[src/rtl/neopixel_strip_ctrl_if.sv]
// Host/serialiser signal bundle for neopixel_strip_ctrl.
// slave = the sequencer; master = everything around it (host logic plus writepixel).
interface neopixel_strip_ctrl_if #(
    parameter int NUM_PIXELS = 8
);
    localparam int ADDR_W = (NUM_PIXELS > 1) ? $clog2(NUM_PIXELS) : 1;

    logic              wr_en;
    logic [ADDR_W-1:0] wr_addr;
    logic [23:0]       wr_data;
    logic [7:0]        bright;
    logic              start;
    logic              busy;
    logic              done;
    logic              px_start;
    logic [7:0]        px_r;
    logic [7:0]        px_g;
    logic [7:0]        px_b;
    logic              px_busy;

    modport master (
        output wr_en, wr_addr, wr_data, bright, start, px_busy,
        input  busy, done, px_start, px_r, px_g, px_b
    );

    modport slave (
        input  wr_en, wr_addr, wr_data, bright, start, px_busy,
        output busy, done, px_start, px_r, px_g, px_b
    );
endinterface

[src/rtl/neopixel_strip_ctrl.sv]
// WS2812 frame sequencer: colour buffer, per-pixel handshake to writepixel, latch gap, done pulse.
// Optional NEOPIXEL_BRIGHTNESS_EN scales each channel by (bright+1)/256 in the FETCH stage.
module neopixel_strip_ctrl #(
    parameter int NUM_PIXELS = 8,
    parameter int CLK_HZ     = 12000000,
    parameter int LATCH_US   = 80
) (
    input  logic                 CLK,
    input  logic                 RST_N,
    neopixel_strip_ctrl_if.slave bus
);
    localparam int ADDR_W       = (NUM_PIXELS > 1) ? $clog2(NUM_PIXELS) : 1;
    localparam int LATCH_CYCLES = CLK_HZ / 1000000 * LATCH_US;
    localparam int CNT_W        = (LATCH_CYCLES > 1) ? $clog2(LATCH_CYCLES) : 1;

    typedef enum logic [2:0] {
        IDLE, LOAD, FETCH, ISSUE, WAIT_ACK, WAIT_DONE, LATCH
    } state_t;

    state_t            state, state_n;
    logic [ADDR_W-1:0] index, index_n;
    logic [CNT_W-1:0]  cnt, cnt_n;
    logic              busy_q, done_q, pxs_q;
    logic              done_n, pxs_n;
    logic [7:0]        px_r_q, px_g_q, px_b_q;
    logic [7:0]        r_n, g_n, b_n;
    logic [23:0]       rdata;
    logic [23:0]       mem [NUM_PIXELS];

    wire last_px  = (index == ADDR_W'(NUM_PIXELS - 1));
    wire last_cnt = (cnt == CNT_W'(LATCH_CYCLES - 1));

    always_comb begin
        state_n = state;
        index_n = index;
        cnt_n   = cnt;
        done_n  = 1'b0;
        pxs_n   = 1'b0;
        case (state)
            IDLE:      if (bus.start) begin
                           state_n = LOAD;
                           index_n = '0;
                       end
            LOAD:      state_n = FETCH;
            FETCH:     state_n = ISSUE;
            ISSUE:     if (!bus.px_busy) begin
                           pxs_n   = 1'b1;
                           state_n = WAIT_ACK;
                       end
            WAIT_ACK:  if (bus.px_busy) state_n = WAIT_DONE;
            // Compare before incrementing so index never wraps at NUM_PIXELS=2^ADDR_W.
            WAIT_DONE: if (!bus.px_busy) begin
                           if (last_px) begin
                               state_n = LATCH;
                               cnt_n   = '0;
                           end else begin
                               index_n = index + 1'b1;
                               state_n = LOAD;
                           end
                       end
            LATCH:     if (last_cnt) begin
                           state_n = IDLE;
                           done_n  = 1'b1;
                       end else begin
                           cnt_n = cnt + 1'b1;
                       end
            default:   state_n = IDLE;
        endcase
    end

    always_ff @(posedge CLK) begin
        if (!RST_N) begin
            state  <= IDLE;
            index  <= '0;
            cnt    <= '0;
            busy_q <= 1'b0;
            done_q <= 1'b0;
            pxs_q  <= 1'b0;
        end else begin
            state  <= state_n;
            index  <= index_n;
            cnt    <= cnt_n;
            busy_q <= (state_n != IDLE);
            done_q <= done_n;
            pxs_q  <= pxs_n;
        end
    end

    // Buffer is plain RAM: no reset, write-anytime, read issued from LOAD.
    always_ff @(posedge CLK) begin
        if (bus.wr_en && (int'(bus.wr_addr) < NUM_PIXELS))
            mem[bus.wr_addr] <= bus.wr_data;
        if (state == LOAD)
            rdata <= mem[index];
    end

`ifdef NEOPIXEL_BRIGHTNESS_EN
    function automatic logic [7:0] scale(input logic [7:0] c, input logic [7:0] b);
        logic [16:0] p;
        p = 17'(c) * 17'({1'b0, b} + 9'd1);
        return p[15:8];
    endfunction

    assign r_n = scale(rdata[23:16], bus.bright);
    assign g_n = scale(rdata[15:8],  bus.bright);
    assign b_n = scale(rdata[7:0],   bus.bright);
`else
    assign r_n = rdata[23:16];
    assign g_n = rdata[15:8];
    assign b_n = rdata[7:0];
`endif

    always_ff @(posedge CLK) begin
        if (!RST_N) begin
            px_r_q <= '0;
            px_g_q <= '0;
            px_b_q <= '0;
        end else if (state == FETCH) begin
            px_r_q <= r_n;
            px_g_q <= g_n;
            px_b_q <= b_n;
        end
    end

    assign bus.busy     = busy_q;
    assign bus.done     = done_q;
    assign bus.px_start = pxs_q;
    assign bus.px_r     = px_r_q;
    assign bus.px_g     = px_g_q;
    assign bus.px_b     = px_b_q;
endmodule

[src/flat_wrapper.sv]
// flat-port wrapper written by rule: the top's interface ports become plain ports
module neopixel_strip_ctrl_flat 
#(
    parameter int NUM_PIXELS = 8,
    parameter int CLK_HZ     = 12000000,
    parameter int LATCH_US   = 80
)
  (CLK, RST_N, bus_wr_en, bus_wr_addr, bus_wr_data, bus_bright, bus_start, bus_px_busy, bus_busy, bus_done, bus_px_start, bus_px_r, bus_px_g, bus_px_b);
  neopixel_strip_ctrl_if #(.NUM_PIXELS(NUM_PIXELS)) bus_i ();
  input  logic CLK;
  input  logic RST_N;
  input wire logic [$bits(bus_i.wr_en)-1:0] bus_wr_en;
  input wire logic [$bits(bus_i.wr_addr)-1:0] bus_wr_addr;
  input wire logic [$bits(bus_i.wr_data)-1:0] bus_wr_data;
  input wire logic [$bits(bus_i.bright)-1:0] bus_bright;
  input wire logic [$bits(bus_i.start)-1:0] bus_start;
  input wire logic [$bits(bus_i.px_busy)-1:0] bus_px_busy;
  output wire logic [$bits(bus_i.busy)-1:0] bus_busy;
  output wire logic [$bits(bus_i.done)-1:0] bus_done;
  output wire logic [$bits(bus_i.px_start)-1:0] bus_px_start;
  output wire logic [$bits(bus_i.px_r)-1:0] bus_px_r;
  output wire logic [$bits(bus_i.px_g)-1:0] bus_px_g;
  output wire logic [$bits(bus_i.px_b)-1:0] bus_px_b;
  assign bus_i.wr_en = bus_wr_en;
  assign bus_i.wr_addr = bus_wr_addr;
  assign bus_i.wr_data = bus_wr_data;
  assign bus_i.bright = bus_bright;
  assign bus_i.start = bus_start;
  assign bus_i.px_busy = bus_px_busy;
  assign bus_busy = bus_i.busy;
  assign bus_done = bus_i.done;
  assign bus_px_start = bus_i.px_start;
  assign bus_px_r = bus_i.px_r;
  assign bus_px_g = bus_i.px_g;
  assign bus_px_b = bus_i.px_b;
  neopixel_strip_ctrl #(.NUM_PIXELS(NUM_PIXELS), .CLK_HZ(CLK_HZ), .LATCH_US(LATCH_US)) u_core (.CLK(CLK), .RST_N(RST_N), .bus(bus_i));
endmodule
[config.mk]
export PLATFORM = sky130hd
export DESIGN_NAME = neopixel_strip_ctrl_flat
export DESIGN_NICKNAME = d
export VERILOG_FILES = /design/src/rtl/neopixel_strip_ctrl_if.sv /design/src/rtl/neopixel_strip_ctrl.sv /design/src/flat_wrapper.sv
export SDC_FILE = /design/constraint.sdc
export NUM_CORES = 1
export LEC_CHECK = 0
export BUFFER_PORTS_ARGS = -buffer_cell sky130_fd_sc_hd__buf_2
export CAP_MARGIN = 20
export CORE_MARGIN = 1.5
export CORE_UTILIZATION = 60
export CTS_CLUSTER_SIZE = 20
export DETAILED_ROUTE_END_ITERATION = 10
export GPL_TIMING_DRIVEN = 0
export HOLD_SLACK_MARGIN = 0.02
export PLACE_DENSITY = 0.78
export SLEW_MARGIN = 15
export SYNTH_ARGS = -nofsm -noshare
export SYNTH_HDL_FRONTEND = slang
export SYNTH_SLANG_ARGS = --single-unit
[constraint.sdc]
create_clock -name CLK -period 3 [get_ports CLK]
set_clock_uncertainty 0.15 [all_clocks]
set_input_delay 0.15 -clock CLK [delete_from_list [all_inputs] [get_ports CLK]]
set_output_delay 0.15 -clock CLK [all_outputs]
set_load 0.01 [all_outputs]
## Yosys cells after proc, flatten, opt, wreduce, memory -nomap -nowiden

Memories as Yosys holds them, arrays and structs flattened. A register that Yosys moved wholly into a read port is not among the register bits.
Cells that the tools add are included.
Widths: inputs -> output; s select.

| cells by class | value |
|---|---|
| add/subtract/negate cells | 2 |
| equality and inequality tests | 13 |
| muxes and demuxes | 19 |
| reduce and logical (&&, ||, !) cells | 8 |

Operators by type and width:

| cell | count |
|---|---|
| $mux 10 | 3 |
| $mux 3 | 9 |
| $pmux 3 s7 | 1 |
| $pmux 10 s2 | 1 |
| $eq 3x3->1 const B | 4 |
| $add 10x1->10 const B | 1 |
| $eq 10x10->1 const B | 1 |
| $ne 2x2->1 const B | 4 |
| $reduce_and 4->1 | 2 |
| $eq 3x2->1 const B | 2 |
| $pmux 3 s2 | 1 |
| $mux 1 | 4 |
| $reduce_and 2->1 | 2 |
| $reduce_bool 2->1 | 2 |
| $add 3x1->3 const B | 1 |
| $eq 3x1->1 const B | 1 |
| $logic_not 3->1 | 1 |
| $reduce_bool 3->1 | 1 |
| $ne 2x1->1 const B | 1 |

| word-level totals | value |
|---|---|
| bits in registers | 43 |
| memory bits (writable) | 192 |
| input bits | 40 |
| output and inout port bits | 27 |
| logic and storage cells | 52 |
| memories kept | 1 |

Memories:

| name | depth | width | read ports | clocked after Yosys merged registers in | wr ports | line | text |
|---|---|---|---|---|---|---|---|
| u_core.mem | 8 | 24 | 1 | 1 | 1 | neopixel_strip_ctrl.sv:28 | `logic [23:0] mem [NUM_PIXELS];` |

## Logic depth before layout (Yosys ltp)

| logic depth | value |
|---|---|
| word-level depth | 5 |
| gate-level depth with buffers | 7 |
| depth with buffers taken out | 6 |

## Worst setup path after synthesis

Ideal clock, no wire load.

| timing path | value |
|---|---|
| path type | reg-to-reg |
| start point | register u_core.state[0] |
| end point | register u_core.rdata[0] (read register of u_core.mem), enable pin |
| arrival time | 2.205 ns |
| required time | 2.415 ns |
| slack | 0.210 ns |
| stages on the path, launching flop included | 4 |
| buffers on the path | 1 |
| clock period less this slack | 2.790 ns |
| path through | dfxtp_1 > buf_4 > inv_1 > nor3_1 |

| on the way | value |
|---|---|
| cells in the longest elaborated chain, start to end | 1 |

Ends and longest elaborated chain:

| element | line | text |
|---|---|---|
| from (decl) | neopixel_strip_ctrl.sv:20 | `state_t state, state_n;` |
| from (signal assigned) | neopixel_strip_ctrl.sv:80 | `state <= state_n;` |
| $eq 3x1->1 | neopixel_strip_ctrl.sv:93 | `if (state == LOAD)` |
| to (decl) | neopixel_strip_ctrl.sv:27 | `logic [23:0] rdata;` |

No other way between the ends.
A chain may end at the register's enable or synchronous reset.

==> flow_summary.toml <==
[power]
ir_drop_v = 0.0005176
p_leak_uw = 0.003910
powerDensity_nw_per_um2 = 644.7

[sta]
timing.final.crit_share = 0.8370
rsz0062_at_grt = "no"
worst_pin_slew_ps = 854.6
whs_ps = 90.97
finalHoldViolCount = 0
setup_violations = 0
slew_headroom = 0.4272
finalCriticalPeriod_ps = 2511
max_freq_mhz = 398.3
slew_viol_final = 0

[synthesis]
synthTopCellsByCount = "edfxtp_1, nand2_1, mux4_2"
synth_cell_types = 45
synth_top_area_share = 0.6619
yosysWarningCount = 0
synth_top_area_cell = "edfxtp_1"
async_reset_ff_frac = 0
synth_edf_count = 216
synth_fp_nets = 581
synth_area_um2 = 9799
synth_seq_area_share = 0.7497
synth.avg_cell_area_um2 = 18.21
ys_ff_latch = 259
synth-main-ff-cell = "edfxtp_1"
synth.most_common_cell = "edfxtp_1"
synth_area_leaders = "edfxtp_1, mux4_2, dfxtp_1"
netlist_instances = 538

[setup_path]
reg2reg_depth = 4
worstPathMaxFanout = 10
slowest_stage = "buf_1"
reg2reg_setup_slack_ps = 490
cpPeakStageDelay_ps = 610
required_ps = 3110
start_kind = "flip-flop"
arrival_ps = 2620
criticalPathCategory = "reg2reg"
cp_cell_sequence = "buf_1, buf_2, mux4_2, mux2_2"
endpoint_kind = "flip-flop"

[cells_and_area]
multiInputGateArea_um2 = 2369
design_area_um2 = 11790
seq_area_um2 = 7347
syn2layout_area_growth_pct = 20.26
fill_cells = 932
num_antenna_cells = 0
fin_nets = 711
drive_gt1_frac = 0.2994

[global_routing]
overflow = 0
grt_use_total = 0.2485
grt_antenna_before_repair = 0
grt_pass1_vias = 5624
grt_max_degree = 20
grt_pass1_wl_um = 30830

[die]
dieWidth_um = 130.8
fp.dieH_um = 130.8
initial_core_util = 0.6147
fp.coreArea_um2 = 15940
rows = 46
die_area_um2 = 17110
ios = 67

[detailed_routing]
drt_iter0_drc = 430
wl_per_cell_um = 22.15
viasPerCell = 5.962
via_count = 5390
drt_pass1_iterations = 4
drc = 0
ant_nets = 0
wl_um = 20030

[cts]
cts.sinks = 259
htreeDepth = 1
cts_made_buffers = 26
post_cts_resized = 0
clockBufferDepth = 3
clkSlewWorstSetupHoldPaths_ps = 60
cts_tree = "yes"
clk_latency_ps = 520
clockRootBuffer = "clkbuf_16"

[status]
outcome = "finished, final reports clean"

[worst_hold_path]
min_path_type = "in2reg"
whs_path_depth = 5

[placement]
portBuffers = 58
post_dp_cell_area_um2 = 10650
hpwlAfterDp_um = 12370
globalplace.congestion = 0.8510

[flow_run]
cap_violations = 0
==> layout by cell type (no fill, tap or decap), drive strengths merged, types with 2 or more instances in the layout <==
cell	instances
edfxtp	216
nor2b	2
dfxtp	43
clkinv	6
nor3b	2
nand2b	8
mux2	24
o21ai	8
mux4	48
buf	91
dlygate4sd3	30
or3	3
nor2	13
and3	3
ha	3
a21oi	34
or4	6
nand2	54
clkbuf	49
o31ai	8
nand3	5
nor3	5
inv	5
mux2i	4
==> timing repair <==
| action | in CTS | in global routing |
|---|---|---|
| hold buffers | 30 | 0 |
| setup buffers | 0 | 0 |
| endpoints found under the hold margin | 210 | 0 |
==> worst paths after layout <==
kind,from,end
min reg2reg,u_core.bus.px_r[5]$_SDFFE_PN0P_,u_core.bus.px_r[5]$_SDFFE_PN0P_
max,u_core.index[1]$_SDFFE_PN0P_,u_core.rdata[18]$_DFFE_PP_
min,bus_start,u_core.index[2]$_SDFFE_PN0P_
max reg2reg,u_core.index[1]$_SDFFE_PN0P_,u_core.rdata[18]$_DFFE_PP_
==> state kept, by name, summed over array words and instances, names as in the netlist <==
signal,cells
u_core.mem,192
u_core.rdata,24
u_core.cnt,10
u_core.bus.px_b,8
u_core.bus.px_g,8
u_core.bus.px_r,8
u_core.index,3
u_core.state,3
u_core.bus.busy,1
u_core.bus.done,1
u_core.bus.px_start,1
==> layout make-up <==
| cell class | count | share of cell area |
|---|---|---|
| flip-flops and latches | 259 | 0.6234 |
| multi-input cells | 247 | 0.2010 |
| repair buffers | 102 | 0.06954 |
| clock buffers | 41 | 0.06519 |
| well taps | 216 | 0.02293 |
| plain buffers | 27 | 0.01062 |
| clock inverters | 7 | 0.005733 |
| inverters | 5 | 0.001593 |
==> power by group <==
group          total (uW)  switching, uW  internal [uW]
clock                3110           1260           1840
combinational         394            237            157
sequential           4100           49.2           4050
==> kinds of logic (layout without fill, tap and decap cells) <==
group                      count (synthesis)  count (layout)  share of synthesized area
buffers and inverters                     32             182                    0.01468
DFF                                      259             259                     0.7497
and+or+nand+nor                          112             112                    0.05644
adders and majority gates                  3               3                   0.003831
AOI/OAI and AO/OA                         56              56                    0.03333
muxes                                     76              76                     0.1420
==> per-stage QoR <==
stage               utilization  cells  setup slack (ps)  TNS, ps  total power (uW)
global placement         0.6498    812             -1204   -82740              4476
detailed placement       0.6679    826             510.8        0              4527
CTS                      0.7392    904             512.3        0              7649
global route             0.7392    904             400.2        0              7840
floorplan                     -    538             210.2        0              4338
finish                   0.7392    904             489.1        0              7598
==> per-layer routing <==
metal,vias up,part of all wire,global-route usage
met5,-,0,0
met4,0,0.023,0.07692
met3,41,0.058,0.03787
met2,211,0.51,0.4133
met1,2747,0.41,0.3469
li1,2391,-,-
==> critical path, delay by kind of cell, from the launching register on <==
family	cells	cell delay, ps
multiplexers	2	650
buffers and inverters	2	1030
flip-flops	1	420
No activity file was read; power rests on OpenSTA's default activity.
